File: src/rtl/filter_frame_scheduler.sv
// -----------------------------------------------------------------------------
// filter_frame_scheduler
//
// Frame-level controller for the median filter engine. Two ping-pong frame
// banks are used: the loader fills loadBank while the filter reads filterBank.
// A run is started on a full bank, the filter's ready/done handshake is
// tracked, and on completion the bank is freed and the filter moves on to the
// other bank. New runs are held back until the result consumer has drained the
// previous output. Completed runs and dropped loader pulses are counted.
//
// Handshake semantics (filter side):
//   filterStart is a one-cycle request. The filter acknowledges by dropping
//   filterReady; if it has not done so within ACK_TIMEOUT cycles of ACK,
//   ackError is set (sticky) and the FSM returns to IDLE with the bank still
//   full, so the run is retried. filterDone is a level; only the first cycle
//   it is seen high in RUN completes the run. A new start needs
//   filterReady=1, so the filter's post-done cycle is never overlapped.
//
// Ports:
//   clk, reset      rising-edge clock, asynchronous active-high reset
//   enable          1 = new runs may be started (in-flight runs always finish)
//   frameLoaded     pulse: loader finished writing bank loadBank
//   outDrained      pulse: consumer finished reading the filter result
//   filterReady     filter idle indicator
//   filterDone      filter completion level
//   filterStart     one-cycle start pulse to the filter
//   filterBank      bank the filter reads
//   loadBank        bank the loader writes
//   loadAllowed     loader may write loadBank
//   resultValid     a filtered frame is pending, not yet drained
//   busy            FSM not in IDLE
//   ackError        sticky: filter failed to acknowledge a start
//   frameCount      completed runs, wraps
//   overrunCount    dropped frameLoaded pulses, saturating
//   debugState      current FSM state (0 IDLE, 1 START, 2 ACK, 3 RUN)
// -----------------------------------------------------------------------------
module filter_frame_scheduler #(
    parameter int ACK_TIMEOUT = 16,
    parameter int CNT_W       = 16,
    parameter int OVR_W       = 8
) (
    input  logic             clk,
    input  logic             reset,
    input  logic             enable,
    input  logic             frameLoaded,
    input  logic             outDrained,
    input  logic             filterReady,
    input  logic             filterDone,
    output logic             filterStart,
    output logic             filterBank,
    output logic             loadBank,
    output logic             loadAllowed,
    output logic             resultValid,
    output logic             busy,
    output logic             ackError,
    output logic [CNT_W-1:0] frameCount,
    output logic [OVR_W-1:0] overrunCount,
    output logic [1:0]       debugState
);

    typedef enum logic [1:0] {
        IDLE  = 2'd0,
        START = 2'd1,
        ACK   = 2'd2,
        RUN   = 2'd3
    } state_t;

    localparam int ACK_W = $clog2(ACK_TIMEOUT + 1);

    state_t           state;
    logic [1:0]       bankFull;
    logic [ACK_W-1:0] ackCnt;

    logic             runDone;
    logic             loadAccept;
    logic [1:0]       bankFullNext;

    // Both are pure functions of registered state, so they change only on
    // clock edges (or reset) just like the registered outputs.
    assign loadAllowed = ~bankFull[loadBank];
    assign busy        = (state != IDLE);
    assign debugState  = state;

    // Leaving RUN on the same edge guarantees a held filterDone level is
    // acted on exactly once per run.
    assign runDone    = (state == RUN) && filterDone;

    // Acceptance uses the pre-clear occupancy: a bank freed on this edge only
    // becomes loadable on the next cycle.
    assign loadAccept = frameLoaded && loadAllowed;

    // A set and a clear can never hit the same bank: the loader only writes an
    // empty bank and the filter only frees a full one.
    always_comb begin
        bankFullNext = bankFull;
        if (loadAccept) begin
            bankFullNext[loadBank] = 1'b1;
        end
        if (runDone) begin
            bankFullNext[filterBank] = 1'b0;
        end
    end

    always_ff @(posedge clk or posedge reset) begin
        if (reset) begin
            state        <= IDLE;
            bankFull     <= 2'b00;
            loadBank     <= 1'b0;
            filterBank   <= 1'b0;
            filterStart  <= 1'b0;
            resultValid  <= 1'b0;
            ackError     <= 1'b0;
            frameCount   <= '0;
            overrunCount <= '0;
            ackCnt       <= '0;
        end else begin
            bankFull <= bankFullNext;

            if (loadAccept) begin
                loadBank <= ~loadBank;
            end else if (frameLoaded && (overrunCount != '1)) begin
                overrunCount <= overrunCount + OVR_W'(1);
            end

            // A completion in RUN below overrides this, so a drain pulse in
            // the completion cycle cannot swallow the new result.
            if (outDrained) begin
                resultValid <= 1'b0;
            end

            filterStart <= 1'b0;

            case (state)
                IDLE: begin
                    if (enable && bankFull[filterBank] && filterReady && !resultValid) begin
                        state       <= START;
                        filterStart <= 1'b1;
                    end
                end

                START: begin
                    ackCnt <= '0;
                    state  <= ACK;
                end

                ACK: begin
                    if (!filterReady) begin
                        state <= RUN;
                    end else if (ackCnt == ACK_W'(ACK_TIMEOUT - 1)) begin
                        // Bank stays full, so IDLE will retry the same bank.
                        ackError <= 1'b1;
                        state    <= IDLE;
                    end else begin
                        ackCnt <= ackCnt + ACK_W'(1);
                    end
                end

                RUN: begin
                    if (filterDone) begin
                        filterBank  <= ~filterBank;
                        resultValid <= 1'b1;
                        frameCount  <= frameCount + CNT_W'(1);
                        state       <= IDLE;
                    end
                end

                default: begin
                    state <= IDLE;
                end
            endcase
        end
    end

endmodule
File: config.mk
export PLATFORM = sky130hd
export DESIGN_NAME = filter_frame_scheduler
export DESIGN_NICKNAME = d
export VERILOG_FILES = /design/src/rtl/filter_frame_scheduler.sv
export SDC_FILE = /design/constraint.sdc
export NUM_CORES = 1
export LEC_CHECK = 0
export CAP_MARGIN = 5
export CELL_PAD_IN_SITES_DETAIL_PLACEMENT = 1
export CELL_PAD_IN_SITES_GLOBAL_PLACEMENT = 1
export CORE_MARGIN = 1.5
export CORE_UTILIZATION = 35
export DETAILED_ROUTE_END_ITERATION = 10
export GPL_TIMING_DRIVEN = 0
export PLACE_DENSITY = 0.78
export SYNTH_ARGS = -nofsm -noshare
export SYNTH_HDL_FRONTEND = slang
export SYNTH_SLANG_ARGS = --single-unit
export TNS_END_PERCENT = 20
File: constraint.sdc
create_clock -name clk -period 1.6 [get_ports clk]
set_input_delay 0.24 -clock clk [delete_from_list [all_inputs] [get_ports clk]]
set_output_delay 0.24 -clock clk [all_outputs]
set_load 0.05 [all_outputs]
==> reports/results.ini, run 1 <==
[run_status]
status = finished, violations left
violations = setup timing

[cts]
clk_latency_ns = 0.29
cts.sinks = 38
numCtsBuffers = 5
cts_tree = done
root_buffer = clkbuf_8
h-tree-depth = 2
path_clk_slew_ns = 0.08
cts_max_path_buffers = 2

[logic_synthesis]
syn_avg_cell_area_um2 = 10.8
syn_area_um2 = 1850
synthCells = 171
yosys_warnings = 0
ys_seq_area_share_pct = 51.5
synth_cell_types = 42
ys_ff_latch = 38
synth.net_count = 182

[global_routing]
grt_pass1_wl_um = 6730
grt_pass1_vias = 1435
grt_max_degree = 39
antenna_found_initial = 0
grt_overflow = 0
grt_usage_pct = 15.8

[timing]
worst_pin_slew_ns = 0.792
relSlewSlack_pct = 47.1
fin_crit_sh_pct = 104
finalSetupViolations = 5
clock_skew_ns = 0.00628
fin_crit_ns = 1.67
hold_viol = 0
max_freq_mhz = 599
drv_slew = 0
setup_ws_ns = -0.0694
rsz0062_at_grt = true

[worst_setup_path]
r2r-end = ackCnt[2]
r2r-start = ackCnt[0]
required_ns = 1.82
worst_setup_path_start_kind = register
critPathCaptureType = register
cp.arrival_ns = 1.89
critPathKind = register to register
r2r_slack_ns = -0.07
r2r_cells = 7
cp_max_fo = 4

[placement]
port_buffers = 39
placed_area_um2 = 2360
gp_congestion = 0.765
dp.cells = 280
place_hpwl_um = 2900

[routing]
drt-pass1-iter-count = 4
antenna_left = 0
drt-total-wl_um = 4100
wl_per_cell_um = 14.0
drtIter0Drc = 50
drcViolationCount = 0
avgViaCountPerCell = 4.88
vias = 1426

[power_and_ir_drop]
p_int_uw = 2380
p_seq_share_pct = 36.0
clkPwrFrac_pct = 15.4
p_sw_uw = 2140
power.density_nw_per_um2 = 1790
comb_power_share_pct = 48.6
swShare_pct = 47.3
vdd_drop_max_mv = 0.952
leakagePower_uw = 0.00117

[layout]
instances_no_fill = 292
design_area_um2 = 2520
fillers = 586
nets = 232
drive_above_1_share_pct = 23.0
synthToLayoutAreaGrowth_pct = 36.5
antennaDiodeCount = 0

[floorplanning]
num_rows = 26
pin_count = 40
start_util_pct = 36.2
die_x_um = 75.6
die_y_um = 75.6
core_area_um2 = 5110
die_area_um2 = 5720

[hold_path]
hold_path_class = input port to asynchronous set/reset pin

[flow_run]
cap_viol_max_count = 0

[through the flow]
stage                     setup slack, ns  util, %  total power, µW  hold WS (ns)   TNS, ns
after floorplan                  -0.00641        -             3120         0.336  -0.00641
after global placement             -0.502     46.3             3790         0.460    -18.23
after detailed placement           -0.399     46.3             3840         0.468     -2.86
after CTS                          -0.208     47.9             4420         0.461    -0.351
after global routing               -0.141     49.4             4810         0.492    -0.593
final                             -0.0694     49.4             4520         0.424    -0.186
[per-layer routing]
| metal | vias to the layer above | global-route usage (%) | part of all wire [%] |
|---|---|---|---|
| met5 | - | 0 | 0 |
| met4 | 0 | 5.36 | 1.7 |
| met3 | 7 | 3.97 | 3.5 |
| met2 | 31 | 25.3 | 46 |
| met1 | 690 | 20.9 | 49 |
| li1 | 698 | - | - |
[worst max path at each step]
| stage | to | slack [ns] | startpoint |
|---|---|---|---|
| detailed placement | busy | -0.40 | debugState[1] |
| global route | ackCnt[2] | -0.14 | ackCnt[0] |
| global placement | frameCount[1] | -0.50 | reset |
| floorplan | ackCnt[3] | -0.006 | ackCnt[1] |
| CTS | busy | -0.21 | debugState[1] |
| finish | ackCnt[2] | -0.07 | ackCnt[0] |
[layout by cell type (no fill, tap or decap), drive strengths merged, types with 2 or more instances in the layout]
cell / instances
clkbuf: 6
and4: 3
nor2: 8
nand2b: 7
a21oi: 5
nor4: 3
inv: 7
or2: 2
nor3: 2
buf: 9
mux2: 5
mux2i: 2
a31oi: 2
and3: 5
xor2: 6
nand3: 10
o21a: 2
dfrtp: 38
nand2: 20
clkdlybuf4s50: 6
ha: 4
nor2b: 2
o21ai: 9
nand4: 5
dlygate4sd2: 31
xnor2: 14
[power groups by stage]
stage	clock [µW]	combinational [µW]	sequential [µW]
2_1_floorplan	0	865	2260
3_3_place_gp	0	2150	1640
3_5_place_dp	0	2190	1650
4_1_cts	723	2070	1630
5_1_grt	751	2380	1680
6_report	696	2190	1630
[cells in the mapped netlist, drive strengths merged]
| cell type | number | area [µm²] |
|---|---|---|
| o21a | 2 | 15.0 |
| o31a | 1 | 8.76 |
| mux2i | 2 | 20.0 |
| nor2 | 8 | 37.5 |
| xor2 | 6 | 52.6 |
| a21oi | 5 | 25.0 |
| nand2 | 20 | 75.1 |
| o31ai | 1 | 7.51 |
| a31oi | 2 | 12.5 |
| mux2 | 5 | 60.1 |
| clkbuf | 1 | 3.75 |
| a31o | 1 | 8.76 |
| o311ai | 1 | 8.76 |
| o22a | 1 | 8.76 |
| nor3 | 2 | 10.0 |
| xnor2 | 14 | 123 |
| o21ai | 9 | 48.8 |
| dfrtp | 38 | 951 |
| buf | 2 | 12.5 |
| nor4 | 3 | 40.0 |
| ha | 4 | 50.1 |
| nand3 | 10 | 62.6 |
| and3 | 5 | 31.3 |
| or2 | 2 | 12.5 |
| o211ai | 1 | 7.51 |
| nor2b | 2 | 12.5 |
| o21bai | 1 | 7.51 |
| nand4 | 5 | 37.5 |
| inv | 7 | 26.3 |
| and4 | 3 | 26.3 |
| nand2b | 7 | 43.8 |
[cell type report]
type / instances / area (µm²) / area share (%)
multi-input combinational: 123 / 920 / 36.5
timing repair buffer: 43 / 388 / 15.4
clock buffer: 6 / 82.6 / 3.28
sequential: 38 / 963 / 38.2
inverter: 7 / 33.8 / 1.34
clock inverter: 2 / 12.5 / 0.496
tap: 70 / 87.6 / 3.47
buffer: 3 / 33.8 / 1.34
[timing repair]
| action | CTS | global route |
|---|---|---|
| endpoints found under the setup margin | 38 | 11 |
| gates cloned | 0 | 0 |
| setup buffers | 0 | 4 |
| hold buffers | 0 | 0 |
| gates resized for setup | 51 | 16 |
| pin swaps | 3 | 2 |
[logic make-up after synthesis]
group           after synthesis  share of synthesized area (%)
simple gates                 67                           21.1
flops                        38                           51.5
compound gates               25                           8.60
xor+xnor                     20                           9.49
buf+inv                      10                           2.30
mux                           7                           4.34
fa+ha+maj                     4                           2.71
[flip-flops by register name, summed over array words and instances (netlist names)]
name and flops:
loadBank 1, ackCnt 5, overrunCount 8, filterStart 1
debugState 2, bankFull 2, filterBank 1, frameCount 16
ackError 1, resultValid 1
[worst max-delay path, cell delays in order (launching register included)]
cell	delay (ns)
dfrtp_1	0.42
ha_2	0.21
and3_4	0.18
ha_4	0.17
nor2b_4	0.15
nand3_1	0.09
mux2_2	0.27
o21ai_2	0.10
No activity file was read; power rests on OpenSTA's default activity.
==> run 2, diff against run 1 <==
SKIP_LAST_GASP = 1   (was not set)
==> run 2 against run 1 <==
- the flow still finishes with violations (setup timing)
- largest power group unchanged
- sequential share of layout area down 1.4 points
- critical path type is now register to primary output
- clock-buffer cell count unchanged
- sequential power about the same
- cell area up 3.9%
- setup slack got worse by 0.11 ns
- combinational power increased by 13%
- register-to-register slack barely moved
- maximum frequency decreased by 6.3%
- non-clock buffer count up 7
- clock power is essentially flat
- flip-flop and latch count did not move
==> reports/results.ini, run 2 (synthesized netlist as in run 1, its figures left out) <==
[layout]
design_area_um2 = 2620  ; +3.9%
largest_register = frameCount
antennaDiodeCount = 0  ; unchanged
reg_top3 = frameCount (16), overrunCount (8), ackCnt (5)
largest_reg_flops = 16  ; unchanged
final_cell_mix = 29 x clkdlybuf4s50_1, 28 x dfrtp_1, 20 x nand2_1
synthToLayoutAreaGrowth_pct = 41.9
nets = 239  ; +3.0%
drive_above_1_share_pct = 24.5  ; +1.5 points
mostFrequentLayoutCell = clkdlybuf4s50_1

[power_and_ir_drop]
p_seq_share_pct = 33.9  ; -2.1 points
vdd_drop_max_mv = 0.988  ; +3.9%
clkPwrFrac_pct = 14.5  ; -0.9 points
swShare_pct = 45.7  ; -1.6 points
p_int_uw = 2610  ; +9.6%
power.density_nw_per_um2 = 1830  ; +2.4%
p_sw_uw = 2200  ; +2.9%
leakagePower_uw = 0.00118  ; +1.1%
comb_power_share_pct = 51.6  ; +3.0 points

[floorplanning]
core_area_um2 = 5110  ; unchanged
die_x_um = 75.6  ; unchanged
die_y_um = 75.6  ; unchanged
num_rows = 26  ; unchanged
pin_count = 40  ; unchanged
die_area_um2 = 5720  ; unchanged
start_util_pct = 36.2  ; unchanged

[cts]
cts.sinks = 38  ; unchanged
cts_max_path_buffers = 2  ; unchanged
numCtsBuffers = 5  ; unchanged
cts_tree = done
h-tree-depth = 2  ; unchanged
holdBufCountCts = 0  ; unchanged
root_buffer = clkbuf_8
path_clk_slew_ns = 0.08  ; about the same
clk_latency_ns = 0.29  ; about the same

[routing]
wl_per_cell_um = 14.6  ; +4.1%
antenna_left = 0  ; unchanged
vias = 1470  ; +3.1%
avgViaCountPerCell = 4.92  ; +0.67%
drcViolationCount = 0  ; unchanged
drt-total-wl_um = 4370  ; +6.6%
drtIter0Drc = 66  ; +32%
drt-pass1-iter-count = 4  ; unchanged

[global_routing]
grt_overflow = 0  ; unchanged
grt_usage_pct = 15.6  ; -0.14 points
grt_pass1_vias = 1425  ; -0.70%
grt_pass1_wl_um = 6650  ; -1.1%
grt_max_degree = 39  ; unchanged
antenna_found_initial = 0  ; unchanged

[timing]
max_freq_mhz = 561  ; -6.3%
fin_crit_sh_pct = 111  ; +7.0 points
clock_skew_ns = 0.00589  ; -0.000398 ns
finalSetupViolations = 29  ; +24
setup_ws_ns = -0.182  ; -0.113 ns
drv_slew = 0  ; unchanged
hold_viol = 0  ; unchanged
relSlewSlack_pct = 46.9  ; -0.16 points
fin_crit_ns = 1.78  ; +0.113 ns
rsz0062_at_grt = true
tns_ns = -3.59  ; -3.40 ns
holdWs_ns = 0.424  ; -0.000116 ns
worst_pin_slew_ns = 0.795  ; +0.00235 ns

[worst_setup_path]
max_stage_delay_ns = 0.82  ; +0.40 ns
cp_cell_sequence = clkdlybuf4s50_1
critPathCaptureType = primary output
cp_max_fo = 5  ; +1
required_ns = 1.36  ; -0.46 ns
cp.arrival_ns = 1.54  ; -0.35 ns
path_buf_inv = 1  ; +1
critPathKind = register to primary output
cp_top_family = buffers and inverters
slowest_stage = clkdlybuf4s50_1
worst_setup_path_start_kind = register

[placement]
placed_area_um2 = 2360  ; unchanged
place_hpwl_um = 2900  ; unchanged
gp_congestion = 0.765  ; unchanged
port_buffers = 39  ; unchanged

[run_status]
violations = setup timing
status = finished, violations left

[flow_run]
cap_viol_max_count = 0  ; unchanged

[hold_path]
hold_path_class = input port to asynchronous set/reset pin

run 2: cell count changes in the layout (fill, tap and decap cells not counted), sizes merged:
cell and change:
clkdlybuf4s50 +23, dlymetal6s2s +3, dlygate4sd2 -26, buf +7
run 2: worst reg2reg max path: stages, from the launching register on:
cell	delay, ns
dfrtp_1	0.43
ha_2	0.22
and3_4	0.19
ha_4	0.17
nor2b_4	0.14
nand3_1	0.09
mux2_2	0.27
o21ai_2	0.10
run 2: layout make-up:
cell class,instances,area (µm²)
Timing Repair Buffer,50,480
Inverter,7,33.8
Fill cell,593,2490
Tap cell,70,87.6
Clock inverter,2,12.5
Multi-Input combinational cell,123,915
Clock buffer,6,82.6
Sequential cell,38,963
Buffer,3,45.0
run 2: stage by stage:
step | utilization (%) | cells | total power [µW] | setup WS (ns)
2_1_floorplan | - | 171 | 3120 | -0.00641
3_3_place_gp | 46.3 | 280 | 3790 | -0.502
3_5_place_dp | 46.3 | 280 | 3840 | -0.399
4_1_cts | 47.9 | 288 | 4520 | -0.234
5_1_grt | 51.3 | 299 | 5100 | -0.233
6_report | 51.3 | 299 | 4810 | -0.182
run 2: what timing repair did:
item | in CTS | in global routing
endpoints found under the setup margin | 38 | 37
setup buffers | 0 | 11
resized for setup | 17 | 29
pin swaps | 0 | 5
run 2: worst paths after layout:
| check | start | to | slack [ns] | cells past startpoint |
|---|---|---|---|---|
| setup reg to reg | ackCnt[0] | ackCnt[2] | -0.08 | 7 |
| setup / recovery | overrunCount[0] | overrunCount[0] | -0.18 | 1 |
| hold / removal | reset | frameCount[15] | 0.42 | 2 |
| max in group asynchronous | reset | overrunCount[1] | 0.62 | 2 |
| hold reg to reg | frameCount[15] | frameCount[15] | 0.47 | 1 |
| min in group clk | frameCount[15] | frameCount[15] | 0.47 | 1 |
run 2: metal layers:
metal / up-vias / global-route usage [%] / part of all wire [%]
met1: 719 / 20.6 / 47
met4: 0 / 5.36 / 1.6
li1: 710 / - / -
met5: - / 0 / 0
met2: 34 / 25.1 / 48
met3: 7 / 3.97 / 3.4
run 2: power groups by stage:
stage	Combinational, µW	Sequential, µW	Clock, µW
finish	2480	1630	698
global route	2670	1680	754
CTS	2160	1630	723
detailed placement	2190	1650	0
global placement	2150	1640	0
floorplan	865	2260	0
==> RTL edit 1 (config.mk and constraints of run 1) <==
Set the parameter `ACK_TIMEOUT` to 8 (it was 16).
--- a/src/rtl/filter_frame_scheduler.sv
+++ b/src/rtl/filter_frame_scheduler.sv
@@ -35,7 +35,7 @@
 //   debugState      current FSM state (0 IDLE, 1 START, 2 ACK, 3 RUN)
 // -----------------------------------------------------------------------------
 module filter_frame_scheduler #(
-    parameter int ACK_TIMEOUT = 16,
+    parameter int ACK_TIMEOUT = 8,
     parameter int CNT_W       = 16,
     parameter int OVR_W       = 8
 ) (
Formal check against the unedited RTL: same outputs for any inputs over 10 cycles, from zero or initial values and one cycle with reset high; that may be too few to reach the edited logic, so the function may still have changed.
==> RTL edit 1 against run 1 <==
Cell area down 2.9%; area after synthesis down 7.5%; sequential share of layout area about the same; wire length up 3.2%; power up 0.11%; setup slack better by 0.083 ns; largest power group unchanged; count of clock-buffer cells in the layout up 1; global-route usage up 0.79 points; worst hold slack worse by 0.031 ns; core utilization up 2.5 points; sequential power down 3%; synthesized cell count down 9.9%; sequential cell count down 1.
==> RTL edit 1: results <==
route:
  wl_met3_um: 201
  wire_per_inst_um: 14.94
  wirelength_mm: 4.229
  routed-via-count: 1380
  dr_wl_met2_mm: 2.224
  drt_iter0_drc: 26
  routedLengthMet1_mm: 1.754
yosys:
  synth_nets: 164
  synth.distinct_cells: 39
  ys_seq_area_share_pct: 54.17
  ys_top_cells_by_area: "dfrtp_1, xnor2_1, xor2_1"
  synthCells: 154
  yosys-top-cells-count: "dfrtp_1, xnor2_1, nand2_1, nand3_1, nor2_1"
placed_design:
  dp_slack_ns: -0.3652
  routabilityCongestion: 0.7645
  hpwl_mm: 3.033
  dpl_cell_area_um2: 2238
pwr:
  p_leak_nw: 1.170
global_route:
  grt_max_degree: 22
  grt_use_met2_pct: 28.44
  use_met3_pct: 4.972
  grt_pass1_wl_mm: 6.624
  track_usage_pct: 16.57
  grt.met1_usage_pct: 20.00
final_layout:
  seqCellArea_um2: 934.6
  fillCellCount: 518
  largestRegisters: "frameCount (16), overrunCount (8), ackCnt (4)"
  layout.nets: 225
worst_setup_path:
  worstPathMaxFanout: 6
status:
  status: "finished, final reports clean"
[RTL edit 1: worst paths after layout]
kind / startpoint / to / slack (ns) / depth (start not counted)
setup / recovery: loadBank$_DFFE_PP0N_ / overrunCount[5]$_DFFE_PP0P_ / 0.01 / 4
hold / removal: reset / resultValid$_DFF_PP0_ / 0.39 / 2
setup reg to reg: loadBank$_DFFE_PP0N_ / overrunCount[5]$_DFFE_PP0P_ / 0.01 / 4
hold reg to reg: frameCount[15]$_DFFE_PP0N_ / frameCount[15]$_DFFE_PP0N_ / 0.47 / 1
max in group asynchronous: reset / loadBank$_DFFE_PP0N_ / 0.62 / 3
min in group clk: frameCount[15]$_DFFE_PP0N_ / frameCount[15]$_DFFE_PP0N_ / 0.47 / 1
[RTL edit 1: area by class of cell]
class / count / area share, %
Buffer: 1 / 0.4599
Clock buffer: 7 / 3.935
Clock inverter: 1 / 0.2044
Inverter: 6 / 0.9198
Multi-Input combinational cell: 110 / 33.21
Sequential cell: 37 / 38.17
Tap cell: 67 / 3.424
Timing Repair Buffer: 54 / 19.67
[RTL edit 1: cells by family (layout without fill, tap and decap cells)]
logic type	after synthesis	count (layout)	synth area share, %
AND/OR/NAND/NOR	62	62	21.38
flip-flops	37	37	54.17
XOR/XNOR	21	21	11.20
AO/OA/AOI/OAI	20	20	6.956
buffers and inverters	7	69	1.610
multiplexers	4	4	2.489
adder cells (fa/ha/maj)	3	3	2.196
[RTL edit 1: where the power goes]
part | switching [mW] | internal (mW)
Sequential | 0.364 | 1.22
Clock | 0.330 | 0.390
Combinational | 1.40 | 0.818
[RTL edit 1: critical path, stage by stage (launching register included)]
cell     delay [ns]
dfrtp_2        0.46
mux2i_4        0.23
or3_4          0.38
nor2_4         0.11
mux2_4         0.30
==> RTL edit 2 (config.mk and constraints of run 1) <==
Without the edit above. Reset style: synchronous (`reset`), changed in one clocked block. Comments in the files are not updated.
--- a/src/rtl/filter_frame_scheduler.sv
+++ b/src/rtl/filter_frame_scheduler.sv
@@ -101,7 +101,7 @@
         end
     end
 
-    always_ff @(posedge clk or posedge reset) begin
+    always_ff @(posedge clk) begin
         if (reset) begin
             state        <= IDLE;
             bankFull     <= 2'b00;
Check against the original RTL: differs if reset is asserted again (counterexample within 4 cycles, from zero or initial values and one cycle with reset high); with reset held inactive, the same outputs for 10 cycles.
==> RTL edit 2 against run 1 <==
The flow still finishes with violations (setup timing); sequential cell count is the same; sequential share of layout area shrank 4.6 points; die area decreased by 7.9%; wire length up 19%; core utilization up 3.1 points; global-route usage is 3.1 points higher; clock skew is 0.0016 ns higher; setup slack got worse by 0.071 ns; via count grew 15%; area after synthesis fell by 8.2%; cell area is 2.3% lower; critical endpoint is now ackCnt[3]$_SDFFE_PP0P_; largest cell class is now multi-input combinational cells.
Power is not compared: it rests on default switching activity, and its combinational part moved more than twofold at a synthesized area within 25%.
==> RTL edit 2: results <==
placed_design:
  dpl_cell_area_um2: 2263
  port-buffer-count: 38
  dp.cells: 290
  routabilityCongestion: 0.8111
  hpwl_mm: 3.103
hold_path:
  min_to: "bankFull[0]$_SDFF_PP0_"
  hold_class: "in2reg"
  holdPathStages: 3
final_layout:
  largestRegisters: "frameCount (16), overrunCount (8), ackCnt (5)"
  fillCellCount: 569
  drive_gt1_share_pct: 22.62
  antennaDiodeCount: 0
  fin_util_pct: 52.51
  layout.nets: 262
  top_register: "frameCount"
worst_setup_path:
  startpoint: "ackCnt[0]$_SDFFE_PP0P_"
  slowest_delay_ns: 0.36
  crit_family: "simple AND/OR/NAND/NOR gates"
  worstPathMaxFanout: 4
  crit_path_end: "ackCnt[3]$_SDFFE_PP0P_"
  cpMaxStageDelayCell: "dfxtp_2"
  arrival_ns: 1.97
  reg2reg_depth: 7
yosys:
  ys_seq_area_share_pct: 44.87
  yosys-top-cells-count: "dfxtp_1, nor2_1, nand2_1, a21oi_1, nand3_1"
  synth_nets: 209
  synth.distinct_cells: 34
  syn_area_per_cell_um2: 8.563
  ys_top_cells_by_area: "dfxtp_1, nor2_1, xor2_1"
  async_flop_share_pct: 0
  synth_ff_type: "dfxtp_1"
pwr:
  pg_clk_mw: 0.976
  power.switching_mw: 0.4815
  p_leak_nw: 1.002
  clkPwrFrac_pct: 46.6
  vdd_drop_max_mv: 0.5471
route:
  via_per_inst: 5.353
  wirelength_mm: 4.870
  detail-route-antenna-nets: 0
  drt_iter0_drc: 47
  wire_per_inst_um: 15.92
timing:
  finalSetupTns_ns: -0.4815
  tightest_slew_ns: 0.5442
  finalHoldViolations: 0
  fin_ws_ns: -0.1406
  clock_skew_ns: 0.007894
  finalSetupViolations: 7
cts:
  numCtsBuffers: 5
  h-tree-depth: 2
  clk_path_buf_depth: 2
  cts-root-buf: "clkbuf_8"
  clkLatencyLatePin_ns: 0.30
  path_clk_slew_ns: 0.08
status:
  status: "complete, but fails checks"
  violations: "setup timing"
global_route:
  first_global_vias: 1621
  grt_pass1_wl_mm: 7.741
  track_usage_pct: 18.88
  grt_max_degree: 13
-- RTL edit 2: cell count changes after synthesis, moves of 6 or more --
cell     delta
xnor2_1     -6
dfrtp_1    -38
a21oi_1    +10
nor2_1     +16
or3_1       +7
dfxtp_1    +38
-- RTL edit 2: layout make-up --
| type | instances | area share (%) |
|---|---|---|
| buffer | 8 | 1.625 |
| clock buffer | 5 | 2.793 |
| clock inverter | 3 | 2.590 |
| tap | 54 | 2.743 |
| inverter | 7 | 1.067 |
| multi-input combinational | 145 | 39.31 |
| sequential | 38 | 33.62 |
| timing repair buffer | 46 | 16.25 |
-- RTL edit 2: timing repair --
item                       4_1_cts  5_1_grt
setup buffers                    4        4
pin swaps                        5        3
setup endpoints to repair       44       28
resized for setup               41       11
-- RTL edit 2: logic make-up after synthesis --
kind of cell	count (synthesis)	share of synthesized area (%)
compound gates	30	10.48
flops	38	44.87
fa+ha+maj	4	2.952
xor+xnor	17	8.783
mux	4	2.509
simple gates	90	27.01
buf+inv	15	3.395
-- RTL edit 2: through the flow --
stage | setup WS, ns | hold slack (ns)
after floorplan | -0.04793 | 0.4218
after global placement | -0.3535 | 0.4610
after detailed placement | -0.3449 | 0.4721
after CTS | -0.1307 | 0.4223
after global routing | -0.2538 | 0.4898
final | -0.1406 | 0.4478
-- RTL edit 2: routing by layer --
metal | part of all wire (%) | wire length, um | up-vias | track usage, %
li1 | - | - | 801 | -
met1 | 46 | 2230 | 805 | 23.63
met2 | 49 | 2392 | 26 | 31.19
met3 | 3.8 | 184 | 6 | 5.525
met4 | 1.3 | 63 | 0 | 6.080
met5 | 0 | 0 | - | 0
